[config.mk]
export PLATFORM = sky130hd
export DESIGN_NAME = shell_launch_scheduler
export DESIGN_NICKNAME = d
export VERILOG_FILES = /design/src/rtl/battle_pkg.sv /design/src/rtl/rr_arbiter.sv /design/src/rtl/shell_launch_scheduler.sv
export SDC_FILE = /design/constraint.sdc
export NUM_CORES = 1
export LEC_CHECK = 0
export ABC_AREA = 1
export CORE_MARGIN = 2
export CORE_UTILIZATION = 49
export CTS_BUF_LIST = sky130_fd_sc_hd__clkbuf_8
export CTS_CLUSTER_SIZE = 8
export DETAILED_ROUTE_END_ITERATION = 8
export GPL_TIMING_DRIVEN = 0
export PLACE_DENSITY = 0.84
export SLEW_MARGIN = 25
export SYNTH_ARGS = -nofsm -noshare
export SYNTH_HDL_FRONTEND = slang
export SYNTH_SLANG_ARGS = --single-unit
[constraint.sdc]
create_clock -name frame_clk -period 3.7 [get_ports frame_clk]
set_clock_uncertainty 0.05 [all_clocks]
set_input_delay 0.37 -clock frame_clk [delete_from_list [all_inputs] [get_ports frame_clk]]
set_output_delay 0.37 -clock frame_clk [all_outputs]
set_load 0.01 [all_outputs]
[src/rtl/battle_pkg.sv]
// battle_pkg: shared battle constants, direction encoding and launch command record
package battle_pkg;
  typedef enum logic [1:0] {UP = 2'b00, DOWN = 2'b01, LEFT = 2'b10, RIGHT = 2'b11} dir_t;
  localparam int SCREEN_X_MAX = 639;
  localparam int SCREEN_Y_MAX = 479;
  localparam int NUM_TANKS_DEF = 4;
  localparam int NUM_SLOTS_DEF = 4;
  localparam int SLOT_W = $clog2(NUM_SLOTS_DEF);
  localparam int OWNER_W = $clog2(NUM_TANKS_DEF);
  typedef struct packed {
    logic [SLOT_W-1:0]  slot;
    logic [OWNER_W-1:0] owner;
    logic [9:0]         x;
    logic [9:0]         y;
    dir_t               dir;
  } launch_cmd_t;
endpackage

[src/rtl/rr_arbiter.sv]
// rr_arbiter: picks the first requester at or after ptr, wrapping around
module rr_arbiter #(
  parameter int N = 4,
  parameter int W = $clog2(N)
) (
  input  logic [N-1:0] req,
  input  logic [W-1:0] ptr,
  output logic [N-1:0] grant,
  output logic [W-1:0] idx,
  output logic         valid
);
  always_comb begin
    idx = '0;
    valid = 1'b0;
    for (int k = N - 1; k >= 0; k--)
      if (req[(int'(ptr) + k) % N]) begin
        idx = W'((int'(ptr) + k) % N);
        valid = 1'b1;
      end
    grant = {{(N-1){1'b0}}, valid} << idx;
  end
endmodule

[src/rtl/shell_launch_scheduler.sv]
// shell_launch_scheduler: shares a pool of shell slots among tanks, one launch per frame
module shell_launch_scheduler
  import battle_pkg::*;
#(
  parameter int NUM_TANKS = NUM_TANKS_DEF,
  parameter int NUM_SLOTS = NUM_SLOTS_DEF,
  parameter int MAX_PER_TANK = 1,
  parameter int COOLDOWN_FRAMES = 16
) (
  input  logic                         frame_clk,
  input  logic                         Reset,
  input  logic                         run,
  input  logic                         flush,
  input  logic [NUM_TANKS-1:0]         fire_req,
  input  logic [NUM_TANKS*10-1:0]      tank_x,
  input  logic [NUM_TANKS*10-1:0]      tank_y,
  input  logic [NUM_TANKS*2-1:0]       tank_dir,
  input  logic [NUM_SLOTS-1:0]         slot_done,
  output logic                         launch_valid,
  output logic [$clog2(NUM_SLOTS)-1:0] launch_slot,
  output logic [$clog2(NUM_TANKS)-1:0] launch_owner,
  output logic [9:0]                   launch_x,
  output logic [9:0]                   launch_y,
  output logic [1:0]                   launch_dir,
  output logic [NUM_SLOTS-1:0]         slot_busy
);
  localparam int SW = $clog2(NUM_SLOTS);
  localparam int OW = $clog2(NUM_TANKS);
  localparam int CD_W = $clog2(COOLDOWN_FRAMES + 1);
  localparam int IW = $clog2(NUM_SLOTS + 1);
  logic [OW-1:0] owner [NUM_SLOTS];
  logic [CD_W-1:0] cooldown [NUM_TANKS];
  logic [IW-1:0] inflight [NUM_TANKS];
  logic [NUM_TANKS-1:0] eligible, win_oh;
  logic [OW-1:0] rr_ptr, win;
  logic [SW-1:0] free_idx;
  logic win_ok, free_ok, grant;
  launch_cmd_t cmd;
  always_comb begin
    for (int t = 0; t < NUM_TANKS; t++) begin
      inflight[t] = '0;
      for (int s = 0; s < NUM_SLOTS; s++)
        inflight[t] = inflight[t] + IW'(slot_busy[s] && owner[s] == OW'(t));
      eligible[t] = fire_req[t] && cooldown[t] == '0 && inflight[t] < IW'(MAX_PER_TANK);
    end
  end
  always_comb begin
    free_idx = '0;
    free_ok = 1'b0;
    for (int s = NUM_SLOTS - 1; s >= 0; s--)
      if (!slot_busy[s]) begin
        free_idx = SW'(s);
        free_ok = 1'b1;
      end
  end
  rr_arbiter #(.N(NUM_TANKS), .W(OW)) u_arb (
    .req(eligible), .ptr(rr_ptr), .grant(win_oh), .idx(win), .valid(win_ok)
  );
  assign grant = run && !flush && win_ok && free_ok;
  // Slot release uses the pre-edge busy vector, so a freed slot is only grantable next frame
  always_ff @(posedge frame_clk or posedge Reset) begin
    if (Reset) begin
      launch_valid <= 1'b0;
      cmd <= '0;
      rr_ptr <= '0;
      slot_busy <= '0;
      for (int s = 0; s < NUM_SLOTS; s++) owner[s] <= '0;
      for (int t = 0; t < NUM_TANKS; t++) cooldown[t] <= '0;
    end else begin
      launch_valid <= grant;
      if (grant) begin
        cmd <= '{slot: free_idx, owner: win, x: tank_x[win*10 +: 10], y: tank_y[win*10 +: 10],
                 dir: dir_t'(tank_dir[win*2 +: 2])};
        rr_ptr <= (win == OW'(NUM_TANKS - 1)) ? '0 : win + 1'b1;
      end
      for (int s = 0; s < NUM_SLOTS; s++)
        if (flush) slot_busy[s] <= 1'b0;
        else if (grant && free_idx == SW'(s)) begin
          slot_busy[s] <= 1'b1;
          owner[s] <= win;
        end else if (slot_done[s]) slot_busy[s] <= 1'b0;
      for (int t = 0; t < NUM_TANKS; t++)
        if (grant && win_oh[t]) cooldown[t] <= CD_W'(COOLDOWN_FRAMES);
        else if (run && cooldown[t] != '0) cooldown[t] <= cooldown[t] - 1'b1;
    end
  end
  assign launch_slot = cmd.slot;
  assign launch_owner = cmd.owner;
  assign launch_x = cmd.x;
  assign launch_y = cmd.y;
  assign launch_dir = cmd.dir;
endmodule

==> results.tsv, run 1 <==
stage	metric	value	unit
global_routing	track_usage	26.8	%
yosys	synth_flop_cell	dfrtp_1	
flow_run	max_cap_viol_count	0	
worst_setup_path	reg2reg_setup_slack	270	ps
sta	setup-violations-final	0	
pwr	ir_drop	0.000250	V
cells_and_area	final_common_cell	clkdlybuf4s50_1	
floorplanning	core_area	0.00826	mm^2
yosys	synth_edf_count	0	
cells_and_area	antenna_cells	0	
pwr	p_leak	2.88	nW
clocking	clock_sinks	61	
sta	max_freq	0.291	GHz
route	ant_nets	0	
clocking	clock_latency	340	ps
floorplanning	top_level_ports	131	
route	drt_iter0_drc	275	
worst_setup_path	crit_family	simple AND/OR/NAND/NOR gates	
worst_setup_path	critPathMaxStageDelay	460	ps
sta	finalCriticalPeriod	3430	ps
pwr	power_frac_comb	45.0	%
cells_and_area	mostFrequentLayoutCells	clkdlybuf4s50_1 (130), nand2_1 (129), inv_1 (106)	
sta	grt_setup_unrepaired	no	
sta	maxSlewViolCount	0	
cells_and_area	fin_area	0.00589	mm^2
yosys	yosysSeqAreaShare	36.4	%
cells_and_area	syn2layout_area_growth	40.4	%
hold_path	hp-class	input pin to asynchronous set/reset pin	
route	wl_per_cell	14.1	um
yosys	yosys.cell_types.count	36	
place	hpwl	9.06	mm
floorplanning	num_rows	33	
global_routing	grt_max_degree	49	
floorplanning	dieHeight	96.6	um
pwr	p_sw	1.19	mW
worst_setup_path	crit_path_cell_trace	inv_1 > nor3_1 > fa_1 > ha_1 > inv_1 > nand2_1 > nor2_1 > nand2_2 > o21ai_4 > nand2_2 > nand2_1 > nand2_1 > nand2_2 > clkbuf_4 > ha_1 > nand2_1 > o21ai_0	
worst_setup_path	cpMostUsedCell	nand2_1	
pwr	sw_frac_of_total	37.3	%
global_routing	overflow	0	
cells_and_area	final_nets	834	
yosys	yosysWarnings	0	
worst_setup_path	end_kind	flip-flop	
yosys	netlist_area	0.00420	mm^2
cells_and_area	final_cells	827	
cells_and_area	post-route-util	71.4	%
route	vias_per_cell	5.14	
clocking	clk_pin_slew	70	ps
cells_and_area	drive_above_1_share	11.1	%
global_routing	grt_pass1_wl	19.2	mm
place	placed_cells	811	
yosys	synth_seq_cells	61	
sta	hold_viol_final	0	
route	dr_total_vias	4251	
global_routing	antenna_found_initial	0	
clocking	cts_max_level	3	
pwr	p_seq_share	34.0	%
yosys	syn_inst	575	
worst_setup_path	arrival	3600	ps
floorplanning	start_util	50.8	%
yosys	syn_nets	692	
worst_setup_path	path_buf_inv	3	
clocking	cts_setup_buffers	0	
place	globalplace.congestion	0.982	
yosys	avgSynthCellArea	7.30	um^2
worst_setup_path	startpoint_type	flip-flop	
route	drc	0	
pwr	powerDensity	544	mW/mm^2
sta	whs	260	ps
sta	finalWorstSetupSlack	266	ps
sta	setup_tns	0	ps
worst_setup_path	cp.required	3860	ps
yosys	async_flop_share	100	%
pwr	power.clock.fraction	21.0	%
worst_setup_path	crit_slowest_cell	fa_1	
floorplanning	die_w	96.6	um
worst_setup_path	worstSetupPathType	flip-flop to flip-flop	
clocking	clk_path_buf_depth	2	
clocking	cts-root-buf	clkbuf_8	
place	place_area	0.00566	mm^2
floorplanning	dieArea	0.00932	mm^2
route	drt_first_pass_iters	5	
sta	fin_crit_sh	92.8	%
clocking	cts_tree	built	
pwr	p_int	2.01	mW
global_routing	grt_pass1_vias	4124	
place	port_buffers	130	
sta	worst_slew_pin_slew	629	ps
pwr	power	3.20	mW
clocking	cts_buffers	9	
place	preCtsSetupSlack	265	ps
sta	max-slew-margin-rel	58.1	%
worst_setup_path	worst-path-max-fanout	10	
run_status	outcome	complete, no violations	
route	wirelength	11.6	mm
==> flip-flops by register name, summed over array words and instances, names as in the netlist <==
register,flops
cooldown,20
launch_x,10
launch_y,10
owner,8
slot_busy,4
launch_dir,2
launch_owner,2
launch_slot,2
rr_ptr,2
launch_valid,1
==> metal layers <==
metal | part of all wire [%] | vias to the layer above | routed length (um) | track usage, %
met2 | 51 | 166 | 5900 | 46.1
met1 | 41 | 1978 | 4740 | 33.1
met5 | 0 | - | 0 | 0
met3 | 6.9 | 19 | 805 | 5.43
li1 | - | 2088 | - | -
met4 | 1.7 | 0 | 202 | 10.6
==> what timing repair did <==
| item | in CTS | in global routing |
|---|---|---|
| resized for setup | 0 | 2 |
| setup endpoints to repair | 0 | 1 |
| hold endpoints to repair | 0 | 0 |
| hold buffers | 0 | 0 |
==> worst paths after layout <==
| check | from | to | cells after the start |
|---|---|---|---|
| worst max-delay path | slot_busy[1]$_DFFE_PP0P_ | rr_ptr[1]$_DFFE_PP0P_ | 17 |
| worst min-delay path | Reset | launch_owner[1]$_DFFE_PP0P_ | 2 |
| worst max register to register | slot_busy[1]$_DFFE_PP0P_ | rr_ptr[1]$_DFFE_PP0P_ | 17 |
| worst min register to register | launch_y[8]$_DFFE_PP0P_ | launch_y[8]$_DFFE_PP0P_ | 2 |
| max in group asynchronous | Reset | launch_y[8]$_DFFE_PP0P_ | 3 |
| min in group frame_clk | launch_y[8]$_DFFE_PP0P_ | launch_y[8]$_DFFE_PP0P_ | 2 |
==> worst register-to-register path, delay by kind of cell (launching register included) <==
kind                       cells  cell delay (ps)
AOI/OAI and AO/OA              2              260
adders and majority gates      3             1020
buffers and inverters          3              470
DFF                            1              390
and+or+nand+nor                9             1140
==> Yosys cell counts, types with 2 or more instances <==
master    instances  share of area [%]
a211oi_1          2               0.36
a21oi_1           9                1.1
buf_2            10                1.2
buf_4             4               0.72
buf_6             3               0.80
clkbuf_1          2               0.18
dfrtp_1          61                 36
fa_1              4                1.9
ha_1             13                3.9
inv_1           106                9.5
inv_2            16                1.4
nand2_1         129                 12
nand2_2           9                1.3
nand3_1          59                7.0
nand3_2           6                1.4
nand3b_1         14                2.5
nand4_1          18                2.7
nor2_1           22                2.0
nor2_2            3               0.45
nor2_4            3               0.80
nor3_1           22                2.6
o21ai_0           8               0.95
o21ai_1          14                1.7
o21ai_2           2               0.42
o31ai_1           4               0.72
or2_0            11                1.6
xor2_1           12                2.5
==> power groups by stage <==
stage | clock network, mW | logic, mW | registers (mW)
final | 0.673 | 1.44 | 1.09
after global routing | 0.710 | 1.60 | 1.12
after CTS | 0.675 | 1.45 | 1.09
after detailed placement | 0 | 1.44 | 1.09
after global placement | 0 | 1.38 | 1.09
after floorplan | 0 | 0.787 | 1.13
==> layout make-up <==
class	instances	area, um^2
clock buffer	11	151
multi-input combinational	372	2090
buffer	19	124
sequential	61	1530
fill	663	2360
inverter	123	464
clock inverter	5	73.8
tap	105	131
timing repair buffer	131	1330
==> cell families (layout without fill, tap and decap cells) <==
logic type                 after synthesis  count (layout)  share of synthesized area [%]
adders and majority gates               17              17                           5.78
AOI/OAI and AO/OA                       43              43                           6.32
DFF                                     61              61                           36.4
and+or+nand+nor                        299             299                           34.9
buffers and inverters                  142             289                           13.9
xor gates and xnor gates                13              13                           2.71
(Power assumes the default switching activity.)
==> run 2, diff against run 1 <==
--- a/config.mk
+++ b/config.mk
@@ -6,6 +6,7 @@
 export NUM_CORES = 1
 export LEC_CHECK = 0
 export ABC_AREA = 1
+export CORE_ASPECT_RATIO = 0.5
 export CORE_MARGIN = 2
 export CORE_UTILIZATION = 49
 export CTS_BUF_LIST = sky130_fd_sc_hd__clkbuf_8
==> results.tsv, run 2 (synthesis results as in run 1) <==
stage	metric	value	unit	change
route	drt_first_pass_iters	5		unchanged
global_routing	track_usage	26.6	%	-0.21 points
cells_and_area	mostFrequentLayoutCells	clkdlybuf4s50_1 (130), nand2_1 (128), inv_1 (105)		
sta	whs	257	ps	-3.14 ps
cells_and_area	regMostFlops	cooldown		
route	dr_total_vias	4207		-1.0%
floorplanning	dieArea	0.00937	mm^2	+0.49%
route	wl_per_cell	14.2	um	+0.68%
sta	max_freq	0.289	GHz	-0.69%
pwr	p_leak	2.85	nW	-1.0%
clocking	cts_resized	0		unchanged
floorplanning	num_rows	23		-30%
sta	setup_tns	0	ps	unchanged
clocking	cts_tree	built		
route	drc	0		unchanged
global_routing	overflow	0		unchanged
floorplanning	core_area	0.00814	mm^2	-1.4%
worst_setup_path	worst-path-max-fanout	10		unchanged
floorplanning	top_level_ports	131		unchanged
global_routing	grt_max_degree	43		-12%
run_status	outcome	complete, no violations		
sta	fin_crit_sh	93.4	%	+0.64 points
cells_and_area	multiInputGateArea	0.00212	mm^2	+1.1%
cells_and_area	final_nets	834		unchanged
hold_path	hp-class	input pin to asynchronous set/reset pin		
cells_and_area	antenna_cells	0		unchanged
route	vias_per_cell	5.04		-1.9%
clocking	cts_buffers	9		unchanged
flow_run	max_cap_viol_count	0		unchanged
cells_and_area	drive_above_1_share	11.9	%	+0.83 points
pwr	ir_drop	0.000253	V	+1.1%
sta	setup-violations-final	0		unchanged
place	hpwl	8.89	mm	-1.9%
route	wirelength	11.8	mm	+1.5%
clocking	clock_latency	360	ps	+20 ps
worst_setup_path	arrival	3650	ps	+50 ps
pwr	powerDensity	525	mW/mm^2	-3.5%
floorplanning	dieHeight	69.5	um	-28%
place	globalplace.congestion	0.827		-16%
clocking	clock_sinks	61		unchanged
worst_setup_path	startpoint_type	flip-flop		
sta	max-slew-margin-rel	63.3	%	+5.2 points
cells_and_area	seqCellArea	0.00153	mm^2	unchanged
floorplanning	start_util	51.5	%	+0.71 points
clocking	cts-root-buf	clkbuf_8		
place	port_buffers	130		unchanged
route	drt_iter0_drc	266		-3.3%
clocking	cts_max_level	3		unchanged
clocking	clk_path_buf_depth	2		unchanged
worst_setup_path	critPathMaxStageDelay	460	ps	about the same
cells_and_area	final_common_cell	clkdlybuf4s50_1		
clocking	clk_pin_slew	70	ps	about the same
global_routing	grt_pass1_vias	4261		+3.3%
worst_setup_path	cp.required	3890	ps	+30 ps
floorplanning	die_w	135	um	+40%
cells_and_area	syn2layout_area_growth	39.8	%	
clocking	cts_setup_buffers	0		unchanged
pwr	power	3.08	mW	-3.9%
worst_setup_path	end_kind	flip-flop		
global_routing	antenna_found_initial	0		unchanged
route	ant_nets	0		unchanged
clocking	cts-hold-fix-buffers	0		unchanged
place	preCtsSetupSlack	211	ps	-54.6 ps
sta	finalCriticalPeriod	3460	ps	+23.8 ps
sta	hold_viol_final	0		unchanged
sta	worst_slew_pin_slew	547	ps	-82.4 ps
worst_setup_path	cpMostUsedCell	nand2_1		
cells_and_area	num-fill-cells	659		-0.60%
sta	grt_setup_unrepaired	no		
cells_and_area	largest_register_ffs	20		unchanged
global_routing	grt_pass1_wl	19.7	mm	+2.6%
sta	finalWorstSetupSlack	242	ps	-23.8 ps
worst_setup_path	worstSetupPathType	flip-flop to flip-flop		
sta	maxSlewViolCount	0		unchanged
worst_setup_path	crit_slowest_cell	fa_1		
worst_setup_path	crit_path_cell_trace	inv_1 > nor3_1 > fa_1 > ha_1 > inv_1 > nand2_1 > nor2_1 > nand3_1 > o21ai_4 > nand2_2 > nand2_1 > nand2_1 > nand2_2 > clkbuf_4 > ha_1 > nand2_1 > o21ai_0		
==> run 2: final timing paths <==
path / to / slack [ps] / start / cells after the start
setup / recovery: rr_ptr[1]$_DFFE_PP0P_ / 240 / slot_busy[0]$_DFFE_PP0P_ / 17
hold / removal: launch_y[0]$_DFFE_PP0P_ / 260 / Reset / 2
setup reg to reg: rr_ptr[1]$_DFFE_PP0P_ / 240 / slot_busy[0]$_DFFE_PP0P_ / 17
hold reg to reg: launch_dir[1]$_DFFE_PP0P_ / 440 / launch_dir[1]$_DFFE_PP0P_ / 2
max in group asynchronous: cooldown[3]$_DFFE_PP0P_ / 2830 / Reset / 3
min in group frame_clk: launch_dir[1]$_DFFE_PP0P_ / 440 / launch_dir[1]$_DFFE_PP0P_ / 2
==> run 2: stage by stage <==
step | instance area, um^2 | utilization (%) | cells
floorplan | 4200 | - | 575
global placement | 5640 | 69.2 | 817
detailed placement | 5660 | 69.5 | 818
CTS | 5840 | 71.7 | 834
global route | 5870 | 72.1 | 834
finish | 5870 | 72.1 | 834
==> run 2: report_power, final <==
part / total, mW / switching [mW] / internal (mW)
combinational: 1.45 / 0.777 / 0.670
clock: 0.549 / 0.291 / 0.258
sequential: 1.08 / 0.156 / 0.927
==> run 2: worst max-delay path, delay by kind of cell, from the launching register on <==
| family | cells | cell delay (ps) |
|---|---|---|
| buf+inv | 3 | 480 |
| compound gates | 2 | 190 |
| simple gates | 9 | 1230 |
| fa+ha+maj | 3 | 1010 |
| flops | 1 | 380 |
==> run 2: area by class of cell <==
class | count | share of cell area (%)
Buffer | 19 | 2.11
Clock buffer | 10 | 2.35
Clock inverter | 6 | 0.661
Inverter | 123 | 7.91
Multi-Input combinational cell | 372 | 36.1
Sequential cell | 61 | 26.0
Tap cell | 112 | 2.39
Timing Repair Buffer | 131 | 22.5
==> run 2: routing by layer <==
metal | part of all wire (%) | track usage (%)
met1 | 43 | 32.5
met2 | 47 | 44.0
met3 | 7.7 | 9.50
met4 | 2.1 | 8.77
met5 | 0 | 0
